===== src/rtl/aes_pkg.sv =====
// ----------------------------------------------------------------------------
// aes_pkg
// Shared constants and types for the AES CTR-mode counter register.
//   SliceSizeCtr  : width of one counter slice handed to the increment FSM
//   NumSlicesCtr  : slices per counter (counter width = product of the two)
//   SliceIdxWidth : width of a slice index
//   CtrCntDone    : write count after every slice has been written back
//   aes_ctr_reg_e : sequencer states, sparse so single/double flips are caught
// ----------------------------------------------------------------------------
package aes_pkg;

    localparam int unsigned SliceSizeCtr  = 16;
    localparam int unsigned NumSlicesCtr  = 8;
    localparam int unsigned SliceIdxWidth = 3;
    localparam int unsigned CtrWidth      = SliceSizeCtr * NumSlicesCtr;

    // One extra bit so the count can hold NumSlicesCtr itself.
    localparam logic [SliceIdxWidth:0] CtrCntDone = (SliceIdxWidth + 1)'(NumSlicesCtr);

    // Pairwise Hamming distance >= 3 between all encodings.
    typedef enum logic [5:0] {
        CtrIdle  = 6'b000111,
        CtrWait  = 6'b011000,
        CtrError = 6'b101101
    } aes_ctr_reg_e;

endpackage


===== src/rtl/aes_ctr_reg.sv =====
// ----------------------------------------------------------------------------
// aes_ctr_reg
// 128-bit CTR-mode counter register and sequencer for the slice-wise
// increment FSM that sits beside this block. Software loads slices while idle;
// on a request the FSM reads one slice at a time through ctr_slice_o and
// writes the incremented slice back. This block never adds; it only stores,
// sequences and cross-checks the FSM's write-back order.
//
// Ports
//   clk_i, rst_ni        clock, asynchronous active-low reset
//   iv_i, iv_we_i        software counter value and per-slice write enables
//   incr_req_i           level request from control, held until incr_ack_o
//   mr_err_i             multi-rail error from control -> ERROR
//   incr_ack_o           one-cycle completion pulse
//   ctr_o                current counter register
//   ctr_wrap_o           pulses with incr_ack_o when the result is all-zero
//   load_err_o           pulses when a software write is rejected (busy/error)
//   fsm_incr_o           start strobe to the increment FSM
//   fsm_ready_i          increment FSM idle
//   ctr_slice_idx_i      slice index driven by the FSM
//   ctr_slice_o          selected slice to the FSM
//   ctr_slice_i, ctr_we_i  incremented slice and its write enable from the FSM
//   incr_err_o, alert_o  error to the FSM and fatal alert (terminal until reset)
//
// Configuration
//   AES_CTR_REG_WRAP_ALERT_EN : when defined, a wrap at completion still acks
//   but moves to ERROR, so alert_o latches from the following cycle.
// ----------------------------------------------------------------------------
module aes_ctr_reg
    import aes_pkg::*;
(
    input  logic                     clk_i,
    input  logic                     rst_ni,
    input  logic [CtrWidth-1:0]      iv_i,
    input  logic [NumSlicesCtr-1:0]  iv_we_i,
    input  logic                     incr_req_i,
    input  logic                     mr_err_i,
    output logic                     incr_ack_o,
    output logic [CtrWidth-1:0]      ctr_o,
    output logic                     ctr_wrap_o,
    output logic                     load_err_o,
    output logic                     fsm_incr_o,
    input  logic                     fsm_ready_i,
    input  logic [SliceIdxWidth-1:0] ctr_slice_idx_i,
    output logic [SliceSizeCtr-1:0]  ctr_slice_o,
    input  logic [SliceSizeCtr-1:0]  ctr_slice_i,
    input  logic                     ctr_we_i,
    output logic                     incr_err_o,
    output logic                     alert_o
);

    aes_ctr_reg_e state_d, state_q;
    logic [SliceIdxWidth:0] cnt_d, cnt_q;
    logic [NumSlicesCtr-1:0][SliceSizeCtr-1:0] ctr_d, ctr_q;
    logic [NumSlicesCtr-1:0][SliceSizeCtr-1:0] iv_slices;
    logic idx_ok, wr_bad, ctr_zero;

    assign iv_slices   = iv_i;
    assign ctr_o       = ctr_q;
    assign ctr_slice_o = ctr_q[ctr_slice_idx_i];
    assign ctr_zero    = (ctr_q == '0);

    // The FSM must write slices strictly in order 0..NumSlicesCtr-1, so the
    // index it presents always equals the number of writes seen so far.
    assign idx_ok = ({1'b0, ctr_slice_idx_i} == cnt_q);
    assign wr_bad = ctr_we_i & ~idx_ok;

    always_comb begin
        state_d    = state_q;
        cnt_d      = cnt_q;
        ctr_d      = ctr_q;
        incr_ack_o = 1'b0;
        ctr_wrap_o = 1'b0;
        load_err_o = 1'b0;
        fsm_incr_o = 1'b0;
        incr_err_o = 1'b0;
        alert_o    = 1'b0;

        case (state_q)
            CtrIdle: begin
                // Load first: an increment started this cycle reads the
                // freshly loaded slices from the next cycle on.
                for (int k = 0; k < NumSlicesCtr; k++) begin
                    if (iv_we_i[k]) ctr_d[k] = iv_slices[k];
                end
                fsm_incr_o = incr_req_i & fsm_ready_i;
                if (ctr_we_i) begin
                    state_d = CtrError;
                end else if (fsm_incr_o) begin
                    cnt_d   = '0;
                    state_d = CtrWait;
                end
            end

            CtrWait: begin
                load_err_o = |iv_we_i;
                if (ctr_we_i) begin
                    if (idx_ok) begin
                        ctr_d[ctr_slice_idx_i] = ctr_slice_i;
                        cnt_d = cnt_q + 1'b1;
                    end else begin
                        state_d = CtrError;
                    end
                end
                // An out-of-order write in the same cycle as ready must not
                // be masked by a completion.
                if (fsm_ready_i && !wr_bad) begin
                    if (cnt_q == CtrCntDone) begin
                        incr_ack_o = 1'b1;
                        ctr_wrap_o = ctr_zero;
`ifdef AES_CTR_REG_WRAP_ALERT_EN
                        state_d = ctr_zero ? CtrError : CtrIdle;
`else
                        state_d = CtrIdle;
`endif
                    end else begin
                        state_d = CtrError;
                    end
                end
            end

            CtrError: begin
                alert_o    = 1'b1;
                incr_err_o = 1'b1;
                load_err_o = |iv_we_i;
            end

            default: begin
                // Corrupted state encoding.
                alert_o    = 1'b1;
                incr_err_o = 1'b1;
                state_d    = CtrError;
            end
        endcase

        // Control-side fault overrides everything, including a same-cycle
        // slice write or completion.
        if (mr_err_i) begin
            state_d    = CtrError;
            ctr_d      = ctr_q;
            cnt_d      = cnt_q;
            incr_ack_o = 1'b0;
            ctr_wrap_o = 1'b0;
            fsm_incr_o = 1'b0;
        end
    end

    always_ff @(posedge clk_i or negedge rst_ni) begin
        if (!rst_ni) begin
            state_q <= CtrIdle;
            cnt_q   <= '0;
            ctr_q   <= '0;
        end else begin
            state_q <= state_d;
            cnt_q   <= cnt_d;
            ctr_q   <= ctr_d;
        end
    end

endmodule


===== config.mk =====
export PLATFORM = sky130hd
export DESIGN_NAME = aes_ctr_reg
export DESIGN_NICKNAME = d
export VERILOG_FILES = /design/src/rtl/aes_pkg.sv /design/src/rtl/aes_ctr_reg.sv
export SDC_FILE = /design/constraint.sdc
export NUM_CORES = 1
export LEC_CHECK = 0
export CAP_MARGIN = 20
export CORE_ASPECT_RATIO = 0.9
export CORE_UTILIZATION = 45
export CTS_CLUSTER_SIZE = 25
export DETAILED_ROUTE_END_ITERATION = 6
export PLACE_DENSITY = 0.82
export SLEW_MARGIN = 30
export SYNTH_ARGS = -nofsm -noshare
export SYNTH_HDL_FRONTEND = slang
export SYNTH_SLANG_ARGS = --single-unit

===== constraint.sdc =====
create_clock -name clk_i -period 3.3 [get_ports clk_i]
set_input_delay 0.825 -clock clk_i [delete_from_list [all_inputs] [get_ports clk_i]]
set_output_delay 0.825 -clock clk_i [all_outputs]
set_load 0.01 [all_outputs]

Yosys cells after proc, flatten, opt, wreduce, memory -nomap -nowiden:

Index checks and enable logic that the tools add are counted.

* bits in registers: 138
* input bits: 161
* output and inout port bits: 150

* add/sub/neg operators: 1
* $lt $le $gt $ge: 2
* equal/unequal tests: 21
* multiplexer cells: 41
* bitwise logic cells: 4
* reduce and logical (&&, ||, !) cells: 18

Operators with widths (number)
* 128-bit 2-to-1 mux: 2
* 128-bit one-hot mux with 2 select lines: 1
* 16-bit 2-to-1 mux: 10
* 128-bit bitwise mux: 1
* 128-bit logical NOT: 1
* 16-bit binary-select mux with 3-bit select: 1
* 16-bit demux with 3-bit select: 1
* 6-bit 2-to-1 mux: 7
* 5-bit AND reduction: 8
* 2-bit != test, second input constant: 13
* 6-bit one-hot mux with 3 select lines: 1
* 4-bit 2-to-1 mux: 4
* 1-bit 2-to-1 mux: 12
* 4-bit != test, second input constant: 3
* 4-bit one-hot mux with 2 select lines: 1
* 8-bit OR reduction: 1
* 6-bit by 3-bit == test with 1-bit output, second input constant: 1
* 6-bit by 5-bit == test with 1-bit output, second input constant: 1
* 6-bit == test, second input constant: 1
* 6-bit AND reduction: 1
* 4-bit by 1-bit adder with 4-bit output, second input constant: 1
* 3-bit by 4-bit == test with 1-bit output: 1
* 4-bit == test, second input constant: 1
* 3-bit by 4-bit less-than comparator with 1-bit output, second input constant: 1
* other kinds (8): 12

Logic depth before layout (Yosys ltp):

* word-level depth: 8
* gate-level depth with buffers: 8

Worst setup path after synthesis:

Ideal clock, no wire load.

* kind: input to output
* start: input port ctr_slice_idx_i[1]
* end: output port ctr_slice_o[11]
* arrival: 2.242 ns
* slack: 0.233 ns
* stages: 6
* buffers on the path: 3
* cells stage by stage: buf_2 nor3b_1 clkbuf_1 clkbuf_1 a22oi_1 nand4_1

* cells in the longest elaborated chain, start to end: 2

RTL lines
* start, declared: line aes_ctr_reg.sv:44 `input logic [SliceIdxWidth-1:0] ctr_slice_idx_i,`
* 16-bit binary-select mux with 3-bit select: line aes_ctr_reg.sv:60 `assign ctr_slice_o = ctr_q[ctr_slice_idx_i];`
* 16-bit 2-to-1 mux (implied by the code): line aes_ctr_reg.sv:60
* end, declared: line aes_ctr_reg.sv:45 `output logic [SliceSizeCtr-1:0] ctr_slice_o,`

Every way passes these cells. The select of a mux whose other input is x is not followed.

Final worst setup path:

* start: input port iv_we_i[1]
* end: output port load_err_o

* cells in the longest elaborated chain, start to end: 2

RTL lines
* start, declared: line aes_ctr_reg.sv:35 `input logic [NumSlicesCtr-1:0] iv_we_i,`
* 8-bit OR reduction: line aes_ctr_reg.sv:96, aes_ctr_reg.sv:125
* 1-bit 2-to-1 mux
* end, declared: line aes_ctr_reg.sv:41 `output logic load_err_o,`

Every way passes these cells.

==> impl_results.md <==
- Comb pwr share: 0.133
- Nets: 1442
- P&R area growth vs syn: 58.2%
- # rows: 46
- Worst vdd ir: 0.000314 V
- FF+latch count, synth: 137
- Worst-Skew Late Latency: 0.42 ns
- Synth Flop Type: dfrtp_1
- Core area: 17700 um2
- Sequential fraction of the synthesis area: 0.418
- Final period utilization: 0.986
- Pleak: 5.76 nW
- Clock slew at reported path FFs: 0.06 ns
- Sw Share: 0.244
- Top post-synthesis cells by area: dfrtp_1 41%, a21oi_1 11%, a22oi_1 5.9%
- DR WL/cell: 27.1 um
- TritonCTS clock tree: yes
- Fill count: 1339
- CTS max path bufs: 2
- Full die area: 18800 um2
- Worst setup path class: input port to output port
- Synth async-reset ratio: 1.00
- RR Startpoint: state_q[2]
- Die Height: 130 um
- Final core occ: 0.733
- Global-route wire length before repair: 59900 um
- RSZ-0062 raised after global routing: no
- Initial DRC count: 1424
- Initial Utilization: 0.463
- Sink Count: 137
- Status: finished, violations left
- Min Hold Slack: 0.416 ns
- Synth top area share: 0.411
- CP endpoint kind: output port
- Final HPWL DP: 31000 um
- Vias in the first global route: 9348
- Warnings, synthesis: 0
- Slew margin rel.: 0.489
- CTS Buf Count: 17
- Register area: 3430 um2
- DR vias: 10.3k
- Netlist Area Pre-Place: 8210 um2
- Clock root buffer: clkbuf_16
- Reg2Reg Depth: 7
- Die W: 144 um
- Failing checks: design-rule violations
- Req. time, crit path: 2.47 ns
- Router iterations before antenna repair: 7
- P_int: 0.00332 W
- List of most frequent post-synthesis cells: 188 x a21oi_1, 135 x dfrtp_1, 73 x nand2_1
- Overflow after GRT: 0
- Net Switching: 0.00108 W
- Area of the multi-input gates: 4470 um2
- Final Cell Area: 13000 um2
- Period minus WS final: 3.26 ns
- Count of different cell masters after synthesis: 52
- Number of diodes: 0
- Total Routed Length: 41500 um
- Clk network pwr share: 0.474
- Share of layout cells above drive strength 1: 0.174
- Top Ports: 311
- Slew @ Worst Pin: 0.766 ns
- FF-to-FF setup slack: 0.77 ns
- Max-Cap Viols: 0
- Worst Setup Start Kind: input port
- Worst hold path type: input port to async pin
- Cell with the most instances after synthesis: a21oi_1
- Number of flops mapped to enable cells by yosys: 0
- Pwr dens: 339 nW/um2
- Sequential share of power: 0.393
- Via-to-Cell Ratio: 6.71
- Pins over their slew limit: 0
- DRC viols: 1
- Largest net degree at the start of global routing: 102
- Synthesized instance count: 928
- Gp weighted congestion: 1.04
- Largest area contributor in the netlist: dfrtp_1
- Fmax: 307 MHz
- Critical Path Fanout Max: 2
- IO buf count: 310
- Post-DP Area: 12200 um2
- Final Hold Fails: 0
- Number of setup violations in the final report: 0
- Mean Syn Cell Area: 8.85 um2
- Initial antenna violation count: 1
- Worst EP arrival: 2.43 ns
- Global Route Usage Sum: 0.440
- Post-route antenna net violation count: 0
- CTS HTree Levels: 4
- Final Skew: 0.00524 ns
- Syn nets: 1091
- R2r endpoint: ctr_o[74]
## how the worst max path moves through the flow
stage          cells past startpoint          startpoint               to
5_1_grt                            7  ctr_slice_idx_i[0]   ctr_slice_o[4]
2_1_floorplan                      6  ctr_slice_idx_i[1]  ctr_slice_o[11]
6_report                           4          iv_we_i[1]       load_err_o
3_3_place_gp                       7  ctr_slice_idx_i[2]  ctr_slice_o[15]
4_1_cts                            6           ctr_o[29]       ctr_wrap_o
3_5_place_dp                       7  ctr_slice_idx_i[0]  ctr_slice_o[15]
## sequential cells by signal, summed over array words and instances, names as in the netlist
name     cells
state_q      5
cnt_q        4
ctr_o      128
## critical path, stage by stage
cell             delay (ns)
clkdlybuf4s50_1        0.49
nor4_1                 0.46
a221oi_1               0.15
clkdlybuf4s50_1        0.50
## stage by stage
step | total power (W) | TNS [ns] | setup slack, ns | std cells
after global routing | 0.00448 | 0 | 0.00810 | 1531
after detailed placement | 0.00231 | -4.39 | -0.316 | 1496
after floorplan | 0.00189 | 0 | 0.233 | 928
after CTS | 0.00437 | -0.0497 | -0.0497 | 1528
after global placement | 0.00231 | -4.60 | -0.323 | 1496
final | 0.00440 | 0 | 0.0448 | 1531
## routing by layer
layer	wire, um	global-route usage	vias up
met2	17000	0.604	963
li1	-	-	4266
met4	1550	0.176	0
met3	6280	0.143	128
met1	16700	0.634	4915
met5	0	0	-
## area by class of cell
| cell class | instances | area share |
|---|---|---|
| clock inverter | 11 | 0.0130 |
| tap | 240 | 0.0231 |
| multi-input combinational | 693 | 0.344 |
| inverter | 3 | 0.000867 |
| clock buffer | 20 | 0.0359 |
| timing repair buffer | 427 | 0.319 |
| sequential | 137 | 0.264 |
## power groups by stage
stage	Clock [W]	Combinational [W]	Sequential (W)
floorplan	0	0.000132	0.00176
CTS	0.00208	0.000571	0.00173
global route	0.00214	0.000607	0.00173
finish	0.00208	0.000584	0.00173
detailed placement	0	0.000560	0.00176
global placement	0	0.000559	0.00176
## placed cells by master (no fill, tap or decap), drive strengths merged, types with 4 or more instances in the layout
| cell type | Yosys | routed |
|---|---|---|
| nor3 | 4 | 4 |
| clkinv | 0 | 5 |
| dfrtp | 135 | 135 |
| bufinv | 0 | 4 |
| nand3 | 67 | 67 |
| nand2 | 73 | 73 |
| clkbuf | 59 | 21 |
| a22oi | 64 | 64 |
| clkdlybuf4s50 | 0 | 298 |
| a31oi | 64 | 64 |
| nor4 | 37 | 37 |
| and3 | 66 | 66 |
| nand4 | 25 | 25 |
| a2bb2oi | 32 | 32 |
| nor3b | 5 | 5 |
| o22a | 6 | 6 |
| nor2 | 15 | 15 |
| dlygate4sd2 | 0 | 6 |
| a21oi | 198 | 198 |
| and2 | 6 | 6 |
| or2 | 4 | 4 |
| inv | 3 | 4 |
| buf | 36 | 118 |
## what timing repair did
item,CTS,global route
pin swaps,3,7
resized for setup,31,9
cloned,0,0
setup buffers,1,3
endpoints found under the setup margin,18,12
hold buffers,0,0
## cells by family (layout without fill, tap and decap cells)
kind of cell	after synthesis	count (layout)	share of synthesized area
flip-flops	137	137	0.418
XOR/XNOR	3	3	0.00320
AO/OA/AOI/OAI	377	377	0.308
AND/OR/NAND/NOR	311	311	0.208
buffers and inverters	98	461	0.0593
adder cells (fa/ha/maj)	2	2	0.00305
Note: power is estimated with default switching activity, not from simulation.
